### config.mk
export PLATFORM = sky130hd
export DESIGN_NAME = ram_hex_dumper
export DESIGN_NICKNAME = d
export VERILOG_FILES = /design/src/rtl/ram_hex_dumper.sv
export SDC_FILE = /design/constraint.sdc
export NUM_CORES = 1
export LEC_CHECK = 0
export ABC_AREA = 1
export CAP_MARGIN = 10
export CORE_ASPECT_RATIO = 0.9
export CORE_MARGIN = 10
export CORE_UTILIZATION = 50
export CTS_BUF_LIST = sky130_fd_sc_hd__clkbuf_8
export DETAILED_ROUTE_END_ITERATION = 12
export PLACE_DENSITY = 0.81
export SLEW_MARGIN = 20
export SYNTH_ARGS = -nofsm -noshare
export SYNTH_HDL_FRONTEND = slang
export SYNTH_SLANG_ARGS = --single-unit
export TNS_END_PERCENT = 1
### constraint.sdc
create_clock -name clk -period 5.1 [get_ports clk]
set_input_delay 1.53 -clock clk [delete_from_list [all_inputs] [get_ports clk]]
set_output_delay 1.53 -clock clk [all_outputs]
set_load 0.02 [all_outputs]
### src/rtl/ram_hex_dumper.sv
// ============================================================================
// ram_hex_dumper : walks RAM over the debug port and streams Intel HEX records.
// Optional: DUMP_CRLF_EN selects CR+LF line endings (default LF only).
// Revision: 1.0 - initial release
// ============================================================================
`default_nettype none

module ram_hex_dumper #(
  parameter int ADDR_WORDS = 16384
) (
  input  logic        clk,
  input  logic        rst,
  input  logic        start,
  output logic        override_ctrl,
  output logic [31:0] iaddr,
  output logic        iren,
  input  logic        iwait,
  input  logic [31:0] iload,
  output logic [7:0]  tx_data,
  output logic        tx_valid,
  input  logic        tx_ready,
  output logic        busy,
  output logic        done
);

  localparam logic [2:0] S_IDLE = 3'd0;
  localparam logic [2:0] S_READ = 3'd1;
  localparam logic [2:0] S_EMIT = 3'd2;
  localparam logic [2:0] S_NEXT = 3'd3;
  localparam logic [2:0] S_EOF  = 3'd4;
  localparam logic [2:0] S_DONE = 3'd5;

  localparam logic [13:0] LAST_IDX = 14'(ADDR_WORDS - 1);

`ifdef DUMP_CRLF_EN
  localparam logic [4:0] DATA_LAST = 5'd20;
  localparam logic [4:0] EOF_LAST  = 5'd12;
`else
  localparam logic [4:0] DATA_LAST = 5'd19;
  localparam logic [4:0] EOF_LAST  = 5'd11;
`endif

  logic [2:0]  state_q, state_d;
  logic [13:0] idx_q, idx_d;
  logic [31:0] data_q, data_d;
  logic [4:0]  cnt_q, cnt_d;
  logic        start_q, start_d;

  logic [15:0] rec_addr;
  logic [7:0]  csum;
  logic [7:0]  eol_byte;
  logic [7:0]  data_byte;
  logic [7:0]  eof_byte;

  function automatic logic [7:0] hex_ascii(input logic [3:0] n);
    return (n < 4'd10) ? (8'h30 + {4'd0, n}) : (8'h37 + {4'd0, n});
  endfunction

  assign rec_addr = {idx_q, 2'b00};
  assign csum     = 8'h00 - (8'h04 + rec_addr[15:8] + rec_addr[7:0] +
                    data_q[31:24] + data_q[23:16] + data_q[15:8] + data_q[7:0]);

`ifdef DUMP_CRLF_EN
  // CR precedes the final LF of each record.
  assign eol_byte = ((state_q == S_EMIT && cnt_q == DATA_LAST) ||
                     (state_q == S_EOF  && cnt_q == EOF_LAST)) ? 8'h0A : 8'h0D;
`else
  assign eol_byte = 8'h0A;
`endif

  always_comb begin
    data_byte = eol_byte;
    case (cnt_q)
      5'd0:  data_byte = 8'h3A;
      5'd1:  data_byte = 8'h30;
      5'd2:  data_byte = 8'h34;
      5'd3:  data_byte = hex_ascii(rec_addr[15:12]);
      5'd4:  data_byte = hex_ascii(rec_addr[11:8]);
      5'd5:  data_byte = hex_ascii(rec_addr[7:4]);
      5'd6:  data_byte = hex_ascii(rec_addr[3:0]);
      5'd7:  data_byte = 8'h30;
      5'd8:  data_byte = 8'h30;
      5'd9:  data_byte = hex_ascii(data_q[31:28]);
      5'd10: data_byte = hex_ascii(data_q[27:24]);
      5'd11: data_byte = hex_ascii(data_q[23:20]);
      5'd12: data_byte = hex_ascii(data_q[19:16]);
      5'd13: data_byte = hex_ascii(data_q[15:12]);
      5'd14: data_byte = hex_ascii(data_q[11:8]);
      5'd15: data_byte = hex_ascii(data_q[7:4]);
      5'd16: data_byte = hex_ascii(data_q[3:0]);
      5'd17: data_byte = hex_ascii(csum[7:4]);
      5'd18: data_byte = hex_ascii(csum[3:0]);
      default: data_byte = eol_byte;
    endcase
  end

  // ":00000001FF" followed by the line ending.
  always_comb begin
    eof_byte = eol_byte;
    if (cnt_q == 5'd0)                         eof_byte = 8'h3A;
    else if (cnt_q <= 5'd7)                    eof_byte = 8'h30;
    else if (cnt_q == 5'd8)                    eof_byte = 8'h31;
    else if (cnt_q == 5'd9 || cnt_q == 5'd10)  eof_byte = 8'h46;
  end

  always_comb begin
    state_d = state_q;
    idx_d   = idx_q;
    data_d  = data_q;
    cnt_d   = cnt_q;
    start_d = start;
    case (state_q)
      S_IDLE: begin
        idx_d = 14'd0;
        cnt_d = 5'd0;
        if (start && !start_q) state_d = S_READ;
      end
      S_READ: begin
        if (!iwait) begin
          data_d  = iload;
          cnt_d   = 5'd0;
          state_d = (iload == 32'd0) ? S_NEXT : S_EMIT;
        end
      end
      S_EMIT: begin
        if (tx_ready) begin
          if (cnt_q == DATA_LAST) state_d = S_NEXT;
          else                    cnt_d   = cnt_q + 5'd1;
        end
      end
      S_NEXT: begin
        cnt_d = 5'd0;
        if (idx_q == LAST_IDX) begin
          state_d = S_EOF;
        end else begin
          idx_d   = idx_q + 14'd1;
          state_d = S_READ;
        end
      end
      S_EOF: begin
        if (tx_ready) begin
          if (cnt_q == EOF_LAST) state_d = S_DONE;
          else                   cnt_d   = cnt_q + 5'd1;
        end
      end
      S_DONE:  state_d = S_DONE;
      default: state_d = S_IDLE;
    endcase
  end

  always_ff @(posedge clk) begin
    if (rst) begin
      state_q <= S_IDLE;
      idx_q   <= 14'd0;
      data_q  <= 32'd0;
      cnt_q   <= 5'd0;
      start_q <= 1'b1;
    end else begin
      state_q <= state_d;
      idx_q   <= idx_d;
      data_q  <= data_d;
      cnt_q   <= cnt_d;
      start_q <= start_d;
    end
  end

  assign busy          = (state_q == S_READ) || (state_q == S_EMIT) ||
                         (state_q == S_NEXT) || (state_q == S_EOF);
  assign override_ctrl = busy;
  assign done          = (state_q == S_DONE);
  assign iren          = (state_q == S_READ);
  assign iaddr         = {16'd0, idx_q, 2'b00};
  assign tx_valid      = (state_q == S_EMIT) || (state_q == S_EOF);
  assign tx_data       = (state_q == S_EMIT) ? data_byte :
                         (state_q == S_EOF)  ? eof_byte  : 8'h00;

endmodule

`default_nettype wire

### After elaboration in Yosys (flattened, before gate mapping)

Index checks and enable logic that the tools add are counted.

| operators by class | value |
|---|---|
| eq/ne operators | 34 |
| bitwise logic cells | 1 |
| mux-type cells | 38 |
| order comparisons | 15 |
| reduce and logical (&&, ||, !) cells | 18 |
| add/sub/neg operators | 37 |

Operator list:

| kind | count |
|---|---|
| $add A6 B4 Y7 const A | 28 |
| $mux W7 | 18 |
| $pmux W7 S17 | 1 |
| $lt A4 B4 Y1 const B | 14 |
| $add A8 B8 Y8 | 5 |
| $eq A5 B4 Y1 const B | 8 |
| $logic_not A32 Y1 | 1 |
| $pmux W14 S2 | 1 |
| $mux W5 | 5 |
| $mux W3 | 7 |
| $eq A5 B3 Y1 const B | 4 |
| $eq A5 B5 Y1 const B | 4 |
| $pmux W5 S4 | 1 |
| $ne A2 B2 Y1 const B | 9 |
| $pmux W3 S6 | 1 |
| $mux W8 | 2 |
| $add A14 B1 Y14 const B | 1 |
| $eq A14 B14 Y1 const B | 1 |
| $mux W14 | 1 |
| $reduce_and A6 Y1 | 2 |
| $eq A5 B2 Y1 const B | 2 |
| $add A3 B8 Y8 const A | 1 |
| $sub A1 B8 Y8 const A | 1 |
| $eq A3 B2 Y1 const B | 2 |
| other kinds (17) | 23 |

| storage, ports and cells | value |
|---|---|
| register bits | 55 |
| bits of input ports | 37 |
| word-level logic and storage cells | 148 |
| output and inout bits | 45 |

### Depth between registers and ports, before layout

| depth | value |
|---|---|
| depth in word-level cells | 11 |
| mapped depth | 20 |
| depth with buffers taken out | 20 |

### Worst setup path after synthesis

Ideal clock, no wire load.

| timing | value |
|---|---|
| path kind | register -> output |
| from | register idx_q[9] |
| to | output port tx_data[2] |
| stages on the path, launching flop included | 21 |
| path buffers | 0 |
| arrival | 3934 ps |
| path slack | -364 ps |
| data required time | 3570 ps |
| path through | dfxtp_1 -> inv_1 -> fa_1 -> inv_1 -> fa_1 -> fa_1 -> inv_1 -> ha_1 -> nand2_1 -> nand2_1 -> a31o_2 -> xor2_1 -> ha_1 -> inv_1 -> nand3_1 -> nand2_1 -> nand4_1 -> nand3_1 -> nand2_1 -> nand2_1 -> nand2_1 |

| between the ends | value |
|---|---|
| word-level cells in the longest chain between the ends | 11 |
| elaborated cells between the ends (all ways) | 17 |
| classes of those cells | add/sub (9); order compare (3); mux (5) |

RTL lines:

| item | RTL line | RTL |
|---|---|---|
| start: declaration | 44 | `logic [13:0] idx_q, idx_d;` |
| start signal: assignment | 160 | `idx_q <= idx_d;` |
| $add A3 B8 Y8 | 60 | `assign csum = 8'h00 - (8'h04 + rec_addr[15:8] + rec_addr[7:0] +` |
| $add A8 B8 Y8 (2 in a row) | 60 |  |
| $add A8 B8 Y8 (3 in a row) | 61 | `data_q[31:24] + data_q[23:16] + data_q[15:8] + data_q[7:0]);` |
| $sub A1 B8 Y8 | 60 |  |
| $add A6 B4 Y7 or $lt A4 B4 Y1 (tied branches) | 56 | `return (n < 4'd10) ? (8'h30 + {4'd0, n}) : (8'h37 + {4'd0, n});` |
| $mux W7 | 56 |  |
| $pmux W7 S17 * | 73 | `case (cnt_q)` |
| $mux W8 * | 174 | `assign tx_data = (state_q == S_EMIT) ? data_byte :` |
| end: declaration | 19 | `output logic [7:0] tx_data,` |

Mark *: on every way between the ends. The rest lies on a longest branch, timed or not.

### Worst setup path in the final report

| timing | value |
|---|---|
| from | register data_q[1] |
| to | output port tx_data[2] |

| between the ends | value |
|---|---|
| word-level cells in the longest chain between the ends | 6 |
| elaborated cells between the ends (all ways) | 16 |
| classes of those cells | add/sub (8); order compare (3); mux (5) |

RTL lines:

| item | RTL line | RTL |
|---|---|---|
| start: declaration | 45 | `logic [31:0] data_q, data_d;` |
| start signal: assignment | 161 | `data_q <= data_d;` |
| $add A8 B8 Y8 | 61 |  |
| $sub A1 B8 Y8 | 60 |  |
| $add A6 B4 Y7 or $lt A4 B4 Y1 (tied branches) | 56 |  |
| $mux W7 | 56 |  |
| $pmux W7 S17 * | 73 |  |
| $mux W8 * | 174 |  |

Marks and branches as above.

==> results.toml <==
[timing]
setup-violations-final = 7
fin_crit_sh_pct = 112
fin_ws_ns = -0.598
max_freq_mhz = 176
min_period_ns = 5.70
slew_viol_final = 0
slew_headroom_pct = 42.3
final-hold-violation-count = 0
worst_pin_slew_ns = 0.865
fin_setup_tns_ns = -3.73
rsz0062_at_grt = "true"
fin_skew_ns = 0.0123

[final_layout]
drive_gt1_share_pct = 18.6
post-route-util_pct = 66.0
finalNonFillerCells = 1161
finalNetCount = 1103
area_delta_synth_final_pct = 26.7
num_antenna_cells = 0

[clock_network]
cts_hold_buf = 0
cts_tree = "built"
clk_latency_ns = 0.33
clock-sinks = 55
cts_max_level = 2
numCtsBuffers = 5
cts_buffer_depth = 2
clkSlewWorstSetupHoldPaths_ns = 0.11
root_buffer = "clkbuf_8"

[synthesis]
netlist.area_leader.share_pct = 19.2
async_flop_share_pct = 0
synth_top_cells_by_area = "dfxtp_1 19%, nand2_1 12%, inv_1 11%"
ys_top_cells_by_count = "180 x nand2_1, 164 x inv_1, 69 x o21ai_0"
yosysWarnings = 0
synth-edff-count = 0
syn_avg_cell_area_sq_um = 6.52
yosysTopAreaCell = "dfxtp_1"
ys_seq_area_share_pct = 19.2
netlist_instances = 878
synth_area_sq_mm = 0.00572
ys_types = 51
synth_most_common_cell = "nand2_1"
yosys_most_used_dff = "dfxtp_1"
synth-seq-cells = 55

[drt]
wl_per_cell_um = 16.6
vias = 6363
drc = 0
wl_mm = 19.2
drtIter0Drc = 691
first_pass_iters = 5
viasPerCell = 5.48
postRouteAntennaNets = 0

[global_routing]
grt_util_met2_pct = 37.5
grt_usage_pct = 23.4
met1_usage_pct = 30.3
grt_overflow = 0
met3_usage_pct = 5.84
grt_busiest_layer = "met2"
antenna_found_initial = 0
grt_pass1_wl_mm = 30.7
grt_pass1_vias = 6112
grt_max_degree = 48

[outcome]
outcome = "finished, violations left"
violations = "negative setup slack"

[setup_path]
critical_path_arrival_ns = 4.17
slowest_stage = "fa_1"
max_stage_delay_ns = 0.56
worst-setup-path-type = "flop to output pin"
path_cells = "fa_1, fa_1, fa_1, inv_2, ha_4, fa_2, or2_4, o211ai_1, buf_4, inv_1, nand2_1, xor2_1, nand2_1, nand4_1, nor2_1, nand2_1, nand2_1, nand2_2, buf_6"
r2r_slack_ns = 2.82
crit_top_cell = "nand2_1"
start_kind = "flop"
crit_fanout = 4
critical_path_required_ns = 3.57
end_kind = "output pin"

[placed_design]
dp_cells = 1150
numPortBuffers = 62
hpwl_mm = 16.3
place.gp.congestion = 1.03
post-place-ws_ns = -0.788

[floorplan]
ios = 82
die_x_um = 133
core_area_sq_mm = 0.0110
start_util_pct = 52.1
rows = 36
die_h_um = 122
dieArea_sq_mm = 0.0161

[power_and_ir_drop]
leakagePower_nw = 3.50
comb_power_share_pct = 78.0
vdd_drop_max_mv = 0.369
internal_power_w = 0.00191
p_sw_share_pct = 50.4
net-switching-power_w = 0.00194
pwr-share-seq_pct = 15.0
power_density_mw_per_mm2 = 531
clockPowerShare_pct = 7.0

[run]
maxCapViolCount = 0

[worst_hold_path]
hold_class = "flop to flop"
==> worst max-delay path: cells and delay by family, from the launching register on <==
family,cells,cell delay [ns]
adders and majority gates,5,2.05
xor gates and xnor gates,1,0.15
AOI/OAI and AO/OA,1,0.13
and+or+nand+nor,8,0.75
buffers and inverters,4,0.39
DFF,1,0.35
==> cells in the final DEF, fill, tap and decap left out, types with 4 or more instances in the layout <==
| cell type | netlist | routed |
|---|---|---|
| nor4_1 | 8 | 8 |
| nor2_1 | 53 | 51 |
| o211ai_1 | 9 | 9 |
| clkbuf_8 | 0 | 6 |
| nand3_2 | 3 | 6 |
| inv_2 | 13 | 16 |
| a211oi_1 | 9 | 8 |
| xor2_1 | 9 | 8 |
| a21oi_1 | 62 | 58 |
| nor2_2 | 10 | 12 |
| ha_1 | 33 | 28 |
| fa_1 | 25 | 24 |
| buf_4 | 20 | 75 |
| dfxtp_2 | 0 | 6 |
| buf_6 | 0 | 5 |
| ha_4 | 0 | 4 |
| nand2_4 | 3 | 5 |
| o21ai_1 | 4 | 4 |
| dfxtp_1 | 55 | 44 |
| dfxtp_4 | 0 | 5 |
| nor3_1 | 14 | 12 |
| a21oi_2 | 4 | 8 |
| clkdlybuf4s50_1 | 0 | 55 |
| nand3_1 | 47 | 44 |
| o21ai_0 | 69 | 68 |
| conb_1 | 1 | 19 |
| nand2_2 | 8 | 15 |
| nand4_1 | 26 | 26 |
| nand2_1 | 180 | 171 |
| inv_1 | 164 | 162 |
| o22ai_1 | 6 | 5 |
==> layout make-up <==
type                       count  area (sq um)
inverter                     179           673
clock buffer                   6          82.6
timing repair buffer         135          1170
multi-input combinational    632          4000
clock inverter                 2          12.5
tap                          152           190
sequential                    55          1130
fill                        1016          3740
==> logic make-up after synthesis <==
family	count (synthesis)	share of synthesized area, %
other	1	0.0655
and+or+nand+nor	366	29.7
xor gates and xnor gates	10	1.53
DFF	55	19.2
adders and majority gates	58	16.0
buffers and inverters	209	15.1
AOI/OAI and AO/OA	179	18.4
==> sequential cells by signal, indices dropped and copies added (netlist names) <==
name     flops
start_q      1
cnt_q        5
idx_q       14
data_q      32
state_q      3
==> through the flow <==
step	instance area (sq um)	power [W]	hold WS, ns
after floorplan	5870	0.00230	0.473
after global placement	7020	0.00313	0.520
after detailed placement	7020	0.00320	0.536
after CTS	7220	0.00367	0.565
after global routing	7250	0.00420	0.598
final	7250	0.00385	0.571
==> layer usage <==
layer  vias to the layer above  part of all wire (%)
met4                         0                   2.4
met1                      2940                    43
met5                         -                     0
met3                        43                    10
li1                       3081                     -
met2                       299                    45
==> power groups by stage <==
stage	logic (W)	registers, W	clock network [W]
3_5_place_dp	0.00262	0.000583	0
4_1_cts	0.00283	0.000574	0.000273
3_3_place_gp	0.00255	0.000579	0
2_1_floorplan	0.00171	0.000591	0
5_1_grt	0.00333	0.000587	0.000287
6_report	0.00300	0.000577	0.000270
==> path summary, 6_finish.rpt <==
path                              to                     from  cells after the start
max                       tx_data[2]   data_q[1]$_SDFFE_PP0P_                     19
min            idx_q[2]$_SDFFE_PP0P_    idx_q[2]$_SDFFE_PP0P_                      2
max reg2reg  data_q[31]$_SDFFE_PP0P_  state_q[2]$_SDFFE_PP0P_                      7
min reg2reg    idx_q[2]$_SDFFE_PP0P_    idx_q[2]$_SDFFE_PP0P_                      2
==> repair_timing <==
item                       4_1_cts  5_1_grt
buffers inserted                 2        1
cloned                           0        0
setup endpoints to repair        7        7
resized for setup               60        8
pin swaps                       24        5
Power figures use the tool's default switching activity.
